**config.mk**
```make
export PLATFORM = sky130hd
export DESIGN_NAME = multiplier_stg_0_add
export DESIGN_NICKNAME = d
export VERILOG_FILES = /design/src/rtl/multiplier_stg_0_add_pkg.sv /design/src/rtl/multiplier_stg_0_add_datapath.sv /design/src/rtl/multiplier_stg_0_add.sv
export SDC_FILE = /design/constraint.sdc
export NUM_CORES = 1
export LEC_CHECK = 0
export CAP_MARGIN = 15
export CORE_MARGIN = 2
export CORE_UTILIZATION = 35
export DETAILED_ROUTE_END_ITERATION = 7
export GPL_ROUTABILITY_DRIVEN = 0
export PLACE_DENSITY = 0.55
export SKIP_LAST_GASP = 1
export SLEW_MARGIN = 5
export SYNTH_ARGS = -nofsm -noshare
export SYNTH_HDL_FRONTEND = slang
export SYNTH_SLANG_ARGS = --single-unit
```
**constraint.sdc**
```tcl
create_clock -name clock -period 5.6 [get_ports clock]
set_clock_uncertainty 0.1 [all_clocks]
set_input_delay 1.12 -clock clock [delete_from_list [all_inputs] [get_ports clock]]
set_output_delay 1.12 -clock clock [all_outputs]
set_load 0.01 [all_outputs]
```
**src/rtl/multiplier_stg_0_add_pkg.sv**
```systemverilog
// Shared definitions for the repeated-addition multiplier: FSM encodings and
// the product width helper used by the top level and its datapath.
package multiplier_stg_0_add_pkg;

    localparam int L_state = 2;

    typedef enum logic [L_state-1:0] {
        S_idle = 2'd0,
        S_1    = 2'd1,
        S_done = 2'd2
    } state_t;

    function automatic int product_width(input int l_mcnd, input int l_mplr);
        return l_mcnd + l_mplr;
    endfunction

endpackage

```
**src/rtl/multiplier_stg_0_add_datapath.sv**
```systemverilog
// Multiplicand register, multiplier down-counter and product accumulator.
// Registers change only on load or add; Clear_product zeroes the result alone.
module multiplier_stg_0_add_datapath
    import multiplier_stg_0_add_pkg::*;
#(
    parameter int L_mcnd = 8,
    parameter int L_mplr = 4
) (
    input  logic                                     clock,
    input  logic                                     reset,
    input  logic                                     Load_words,
    input  logic                                     Add,
    input  logic                                     Clear_product,
    input  logic [L_mcnd-1:0]                        word1,
    input  logic [L_mplr-1:0]                        word2,
    output logic [product_width(L_mcnd, L_mplr)-1:0] product,
    output logic                                     counter_is_one
);

    localparam int L_prod = product_width(L_mcnd, L_mplr);

    logic [L_mcnd-1:0] multiplicand;
    logic [L_mplr-1:0] counter;

    assign counter_is_one = (counter == L_mplr'(1));

    always_ff @(posedge clock) begin
        if (reset) begin
            multiplicand <= '0;
            counter      <= '0;
            product      <= '0;
        end else if (Load_words) begin
            multiplicand <= word1;
            counter      <= word2;
            product      <= '0;
        end else if (Clear_product) begin
            product      <= '0;
        end else if (Add) begin
            // Product width covers the full range, so the sum never wraps.
            product      <= product + L_prod'(multiplicand);
            counter      <= counter - L_mplr'(1);
        end
    end

endmodule

```
**src/rtl/multiplier_stg_0_add.sv**
```systemverilog
// Sequential unsigned multiplier by repeated addition with a Start/Ready
// handshake; the control FSM lives here, arithmetic in the datapath.
module multiplier_stg_0_add
    import multiplier_stg_0_add_pkg::*;
#(
    parameter int L_mcnd = 8,
    parameter int L_mplr = 4
) (
    input  logic                                     clock,
    input  logic                                     reset,
    input  logic                                     Start,
    input  logic [L_mcnd-1:0]                        word1,
    input  logic [L_mplr-1:0]                        word2,
    output logic [product_width(L_mcnd, L_mplr)-1:0] product,
    output logic                                     Ready,
    output logic [L_state-1:0]                       dbg_state
);

    // Handshake: Start is sampled on a rising edge only while Ready is high;
    // Ready stays low for the whole add phase and the result in product is
    // valid and held from the cycle Ready rises until the next accepted Start.

    state_t state, next_state;
    logic   load_words, add, clear_product, counter_is_one;

    always_ff @(posedge clock) begin
        if (reset) state <= S_idle;
        else       state <= next_state;
    end

    always_comb begin
        next_state    = state;
        load_words    = 1'b0;
        add           = 1'b0;
        clear_product = 1'b0;
        case (state)
            S_idle, S_done: begin
                if (Start) begin
                    if (word1 == '0 || word2 == '0) begin
                        clear_product = 1'b1;
                        next_state    = S_done;
                    end else begin
                        load_words    = 1'b1;
                        next_state    = S_1;
                    end
                end
            end
            S_1: begin
                add = 1'b1;
                if (counter_is_one) next_state = S_done;
            end
            default: next_state = S_idle;
        endcase
    end

    assign Ready     = (state == S_idle && !reset) || (state == S_done);
    assign dbg_state = state;

    multiplier_stg_0_add_datapath #(
        .L_mcnd(L_mcnd),
        .L_mplr(L_mplr)
    ) u_datapath (
        .clock         (clock),
        .reset         (reset),
        .Load_words    (load_words),
        .Add           (add),
        .Clear_product (clear_product),
        .word1         (word1),
        .word2         (word2),
        .product       (product),
        .counter_is_one(counter_is_one)
    );

endmodule

```
==> results of run 1 <==
-- how the worst max path moves through the flow --
stage | slack, ns | startpoint | cells after the start | endpoint
2_1_floorplan | 2.80 | reset | 3 | Ready
3_3_place_gp | 1.95 | reset | 4 | Ready
3_5_place_dp | 1.93 | reset | 4 | Ready
4_1_cts | 1.94 | reset | 4 | Ready
5_1_grt | 1.90 | reset | 4 | Ready
6_report | 1.95 | reset | 4 | Ready
-- worst max-delay path, stage by stage --
cell	delay, ns
clkdlybuf4s50_1	0.40
buf_4	0.21
a21oi_1	0.16
clkdlybuf4s50_1	0.54
-- stage by stage --
stage | instances | hold WS [ns]
6_report | 268 | 0.3872
5_1_grt | 268 | 0.4128
4_1_cts | 268 | 0.3951
3_5_place_dp | 264 | 0.3774
3_3_place_gp | 264 | 0.3762
2_1_floorplan | 189 | 0.3565
-- cells by family (layout without fill, tap and decap cells) --
group | count (synthesis) | after routing | share of synthesized area
simple gates | 78 | 78 | 0.2508
mux | 9 | 9 | 0.05438
compound gates | 46 | 46 | 0.2085
xor+xnor | 4 | 4 | 0.02115
buf+inv | 15 | 40 | 0.06344
flops | 26 | 26 | 0.3142
fa+ha+maj | 11 | 11 | 0.08761
-- metal layers --
layer  global-route usage  wire, µm  up-vias
met4              0.03086        27        0
met1               0.2154      1927      661
met2               0.2556      1732       46
met5                    0         0        -
met3              0.03315       205        2
li1                     -         -      766
-- synth_stat cells, drive strengths merged, types with 2 or more instances --
cell type,number
o21ai,6
or4,3
nor2,17
nor3,4
nor4,2
nor4b,2
a21oi,9
xnor2,2
xor2,2
ha,10
nor3b,3
a21o,6
clkbuf,3
mux2i,9
nand2,17
nand3,10
and3,4
a311oi,2
a211oi,2
or3,3
o211ai,8
and2,3
nand4,4
buf,6
nor2b,2
a2111o,2
inv,6
a31oi,3
dfxtp,26
-- flip-flops by register name, indices dropped and copies added (netlist names) --
name / count
dbg_state: 2
u_datapath.counter: 4
u_datapath.multiplicand: 8
u_datapath.product: 12
-- power by group through the flow --
stage / registers [W] / logic (W) / clock network [W]
2_1_floorplan: 0.000208 / 0.0000636 / 0
3_3_place_gp: 0.000210 / 0.0000874 / 0
3_5_place_dp: 0.000210 / 0.0000875 / 0
4_1_cts: 0.000205 / 0.0000880 / 0.000130
5_1_grt: 0.000207 / 0.0000977 / 0.000137
6_report: 0.000205 / 0.0000874 / 0.000124
-- final cells by class --
type | instances | area share
timing repair buffer | 30 | 0.1493
sequential | 26 | 0.2610
clock buffer | 4 | 0.02760
inverter | 6 | 0.01129
multi-input combinational | 148 | 0.5169
tap | 54 | 0.03388
==> impl_metrics.py, run 1 <==
metrics = {
    "sta": {
        "slew-limit-headroom": 0.3575,
        "finalCriticalPeriod_ns": 3.649,
        "worst_slack_ns": 1.951,
        "fmax_mhz": 274.0,
        "tightest_slew_ns": 0.9617,
        "rsz0062_at_grt": "false",
        "setup_violations": 0,
        "period_share": 0.6517,
        "finalHoldViolCount": 0,
        "finalMaxSlewViolations": 0,
        "fin_setup_tns_ns": 0,
    },
    "placement": {
        "placed_area_mm2": 0.001939,
        "post-place-ws_ns": 1.934,
        "place_hpwl_mm": 2.880,
        "portBuffers": 29,
    },
    "clock_tree": {
        "root_buffer": "clkbuf_8",
        "htreeDepth": 1,
        "clk_pin_slew_ns": 0.09,
        "ctsResizeCount": 0,
        "numCtsBuffers": 3,
        "post_cts_buffers": 0,
        "insertion_delay_ns": 0.27,
        "clockBufferDepth": 2,
        "cts_tree": "built",
        "cts_hold_buf": 0,
        "cts.sinks": 26,
    },
    "min_path": {
        "holdPathEnd": "u_datapath.product[0]",
        "hold_class": "flop to flop",
        "hold_depth": 2,
        "min-delay-start": "u_datapath.product[0]",
    },
    "worst_setup_path": {
        "r2r_start": "dbg_state[0]",
        "path_max_fanout": 25,
        "rr_worst_depth": 4,
        "critical_path_class": "input port to output port",
        "crit_path_end_kind": "output port",
        "timing.rr.end": "u_datapath.product[9]",
        "cp_data_required_time_ns": 4.38,
        "startpoint_type": "input port",
        "cp.arrival_ns": 2.43,
        "rrSetupSlack_ns": 3.52,
    },
    "global_route": {
        "track_usage": 0.1570,
        "grt_pass1_vias": 1352,
        "grt_max_degree": 26,
        "grt_overflow_total": 0,
        "antenna_found_initial": 0,
        "grt_pass1_wl_mm": 6.520,
    },
    "floorplan": {
        "dieArea_mm2": 0.005299,
        "die_h_um": 72.80,
        "die_x_um": 72.80,
        "start_util": 0.3578,
        "std_cell_rows": 25,
        "pin_count": 30,
        "core_area_mm2": 0.004629,
    },
    "yosys": {
        "yosysWarnings": 0,
        "syn_area_mm2": 0.001657,
        "synth_seq_cells": 26,
        "synth_cell_type_count": 47,
        "synthFlopType": "dfxtp_1",
        "yosys.area.top_type_share": 0.3142,
        "ys_seq_area_frac": 0.3142,
        "netlist.top_cell.by_area": "dfxtp_1",
        "synth_area_leaders": "dfxtp_1 (31%), ha_1 (7.6%), mux2i_1 (5.4%)",
        "syn_avg_cell_area_um2": 8.765,
        "synth_edf_count": 0,
        "synth_fp_nets": 215,
        "syn_inst": 189,
        "synth-async-reset-ratio": 0,
    },
    "detailed_routing": {
        "wirelength_mm": 3.892,
        "post_drt_wl_per_cell_um": 14.52,
        "route.detailed.drc": 0,
        "first_iter_violations": 114,
        "firstDrtPassIters": 4,
        "vias_per_cell": 5.504,
        "dr_total_vias": 1475,
        "ant_nets": 0,
    },
    "pwr": {
        "internal_power_w": 0.0002986,
        "p_total_w": 0.0004167,
        "p_switching_w": 0.0001182,
        "ir_worst_vdd_mv": 0.1538,
        "netSwitchingFraction": 0.2836,
        "p_leak_nw": 0.7953,
        "p_comb_frac": 0.210,
        "seqPwrFrac": 0.492,
        "clockPowerShare": 0.298,
        "powerDensity_mw_per_mm2": 208.9,
    },
    "finish": {
        "area_delta_synth_final_pct": 20.39,
        "design_area_mm2": 0.001994,
        "final-seq-area_um2": 520.5,
        "layout-drive-gt1-share": 0.06075,
        "multi_input_area_mm2": 0.001031,
        "fillers": 469,
        "layout_common_cells": "clkdlybuf4s50_1 (29), dfxtp_1 (26), nor2_1 (17), nand2_1 (17), ha_1 (10)",
        "final_util": 0.4308,
        "layout_commonest_cell": "clkdlybuf4s50_1",
        "antenna_cells": 0,
        "final_nets": 241,
    },
    "flow_run": {
        "maxCapViolCount": 0,
    },
    "outcome": {
        "status": "finished clean",
    },
}
Power figures use the tool's default switching activity.
==> inputs of run 2 (changes only) <==
- clock period: 5.6 -> 3.7 ns (I/O delays scaled with it)
==> impl_metrics.py, run 2 (synthesis gave the netlist of run 1 again) <==
metrics = {
    "global_route": {
        "grt_pass1_vias": 1367,
        "grt_pass1_wl_mm": 6.693,
        "grtUsageMet2": 0.2697,
        "busiest_layer": "met2",
        "track_usage": 0.1619,
        "antenna_found_initial": 0,
        "grt_max_degree": 25,
        "grt_overflow_total": 0,
        "met1_usage": 0.2156,
        "grt_util_met3": 0.03315,
    },
    "pwr": {
        "p_total_w": 0.0006386,
        "powerDensity_mw_per_mm2": 319.0,
        "ir_worst_vdd_mv": 0.1365,
        "p_leak_nw": 0.8003,
    },
    "clock_tree": {
        "clockBufferDepth": 2,
        "cts_hold_buf": 0,
        "ctsResizeCount": 0,
        "htreeDepth": 1,
        "root_buffer": "clkbuf_8",
        "numCtsBuffers": 3,
        "clk_pin_slew_ns": 0.09,
        "cts_tree": "built",
        "insertion_delay_ns": 0.28,
        "cts.sinks": 26,
        "post_cts_buffers": 0,
    },
    "worst_setup_path": {
        "critPathSlowestCell": "clkdlybuf4s50_1",
        "crit_path_end_kind": "output port",
        "startpoint_type": "input port",
        "path_max_fanout": 2,
        "rr_worst_depth": 4,
        "r2r_start": "dbg_state[0]",
        "cp.arrival_ns": 1.85,
        "worstSetupStartpoint": "reset",
        "cp_cell_sequence": "clkdlybuf4s50_1, a21oi_1, clkdlybuf4s50_1",
        "endpoint": "Ready",
        "max_stage_delay_ns": 0.54,
        "critical_path_class": "input port to output port",
        "rrSetupSlack_ns": 1.62,
        "cp_common_cell": "clkdlybuf4s50_1",
        "timing.rr.end": "u_datapath.product[9]",
        "cp_data_required_time_ns": 2.86,
    },
    "detailed_routing": {
        "route.detailed.drc": 0,
        "wirelength_mm": 4.021,
        "post_drt_wl_per_cell_um": 14.95,
        "ant_nets": 0,
        "dr_total_vias": 1463,
        "vias_per_cell": 5.439,
        "firstDrtPassIters": 4,
        "first_iter_violations": 62,
    },
    "floorplan": {
        "start_util": 0.3578,
        "die_x_um": 72.80,
        "std_cell_rows": 25,
        "dieArea_mm2": 0.005299,
        "die_h_um": 72.80,
        "core_area_mm2": 0.004629,
        "pin_count": 30,
    },
    "finish": {
        "top_regs": "u_datapath.product: 12 flops, u_datapath.multiplicand: 8 flops, u_datapath.counter: 4 flops",
        "antenna_cells": 0,
        "largest_reg_flops": 12,
        "final_nets": 242,
        "layout-drive-gt1-share": 0.06512,
        "fillers": 481,
        "area_delta_synth_final_pct": 20.85,
        "final_util": 0.4324,
        "layout_common_cells": "clkdlybuf4s50_1 (29), dfxtp_1 (26), nor2_1 (17), nand2_1 (17), ha_1 (10)",
        "top_register": "u_datapath.product",
        "layout_commonest_cell": "clkdlybuf4s50_1",
    },
    "sta": {
        "finalHoldViolCount": 0,
        "slew-limit-headroom": 0.3610,
        "tightest_slew_ns": 0.9565,
        "worst_hold_slack_ns": 0.3845,
        "fmax_mhz": 371.7,
        "rsz0062_at_grt": "false",
        "finalCriticalPeriod_ns": 2.690,
        "finalMaxSlewViolations": 0,
        "fin_setup_tns_ns": 0,
        "period_share": 0.7271,
        "worst_slack_ns": 1.010,
        "setup_violations": 0,
    },
    "flow_run": {
        "maxCapViolCount": 0,
    },
    "placement": {
        "place_hpwl_mm": 2.941,
        "portBuffers": 29,
        "post-place-ws_ns": 0.8608,
    },
    "min_path": {
        "hold_class": "flop to flop",
    },
    "outcome": {
        "status": "finished clean",
    },
}
run 2: metal layers:
layer	up-vias	wire length, µm
met3	2	177
li1	760	-
met5	-	0
met2	36	1809
met1	665	2005
met4	0	29
run 2: layout make-up:
cell class / instances / area, µm² / share of cell area
multi-input combinational: 148 / 1031 / 0.5150
sequential: 26 / 520.5 / 0.2600
timing repair buffer: 31 / 305.3 / 0.1525
tap: 54 / 67.56 / 0.03375
clock buffer: 4 / 55.05 / 0.02750
inverter: 6 / 22.52 / 0.01125
run 2: report_power, final:
group          switching [W]  internal [W]  total, W
clock              0.0000974     0.0000954  0.000193
sequential         0.0000149      0.000296  0.000311
combinational      0.0000728     0.0000624  0.000135
run 2: worst min path at each step:
stage,from,to,slack [ns],depth (start not counted)
floorplan,u_datapath.counter[1],u_datapath.counter[1],0.36,2
global placement,u_datapath.product[9],u_datapath.product[9],0.37,2
detailed placement,u_datapath.product[0],u_datapath.product[0],0.37,2
CTS,u_datapath.product[0],u_datapath.product[0],0.39,2
global route,u_datapath.product[0],u_datapath.product[0],0.42,2
finish,u_datapath.product[0],u_datapath.product[0],0.38,2
run 2: worst max-delay path, delay by kind of cell:
family / cells / cell delay [ns]
buffers and inverters: 2 / 0.96
AO/OA/AOI/OAI: 1 / 0.15
run 2: metrics by stage:
stage,instances,instance area [µm²]
2_1_floorplan,189,1657
3_3_place_gp,265,1947
3_5_place_dp,265,1947
4_1_cts,269,2002
5_1_grt,269,2002
6_report,269,2002
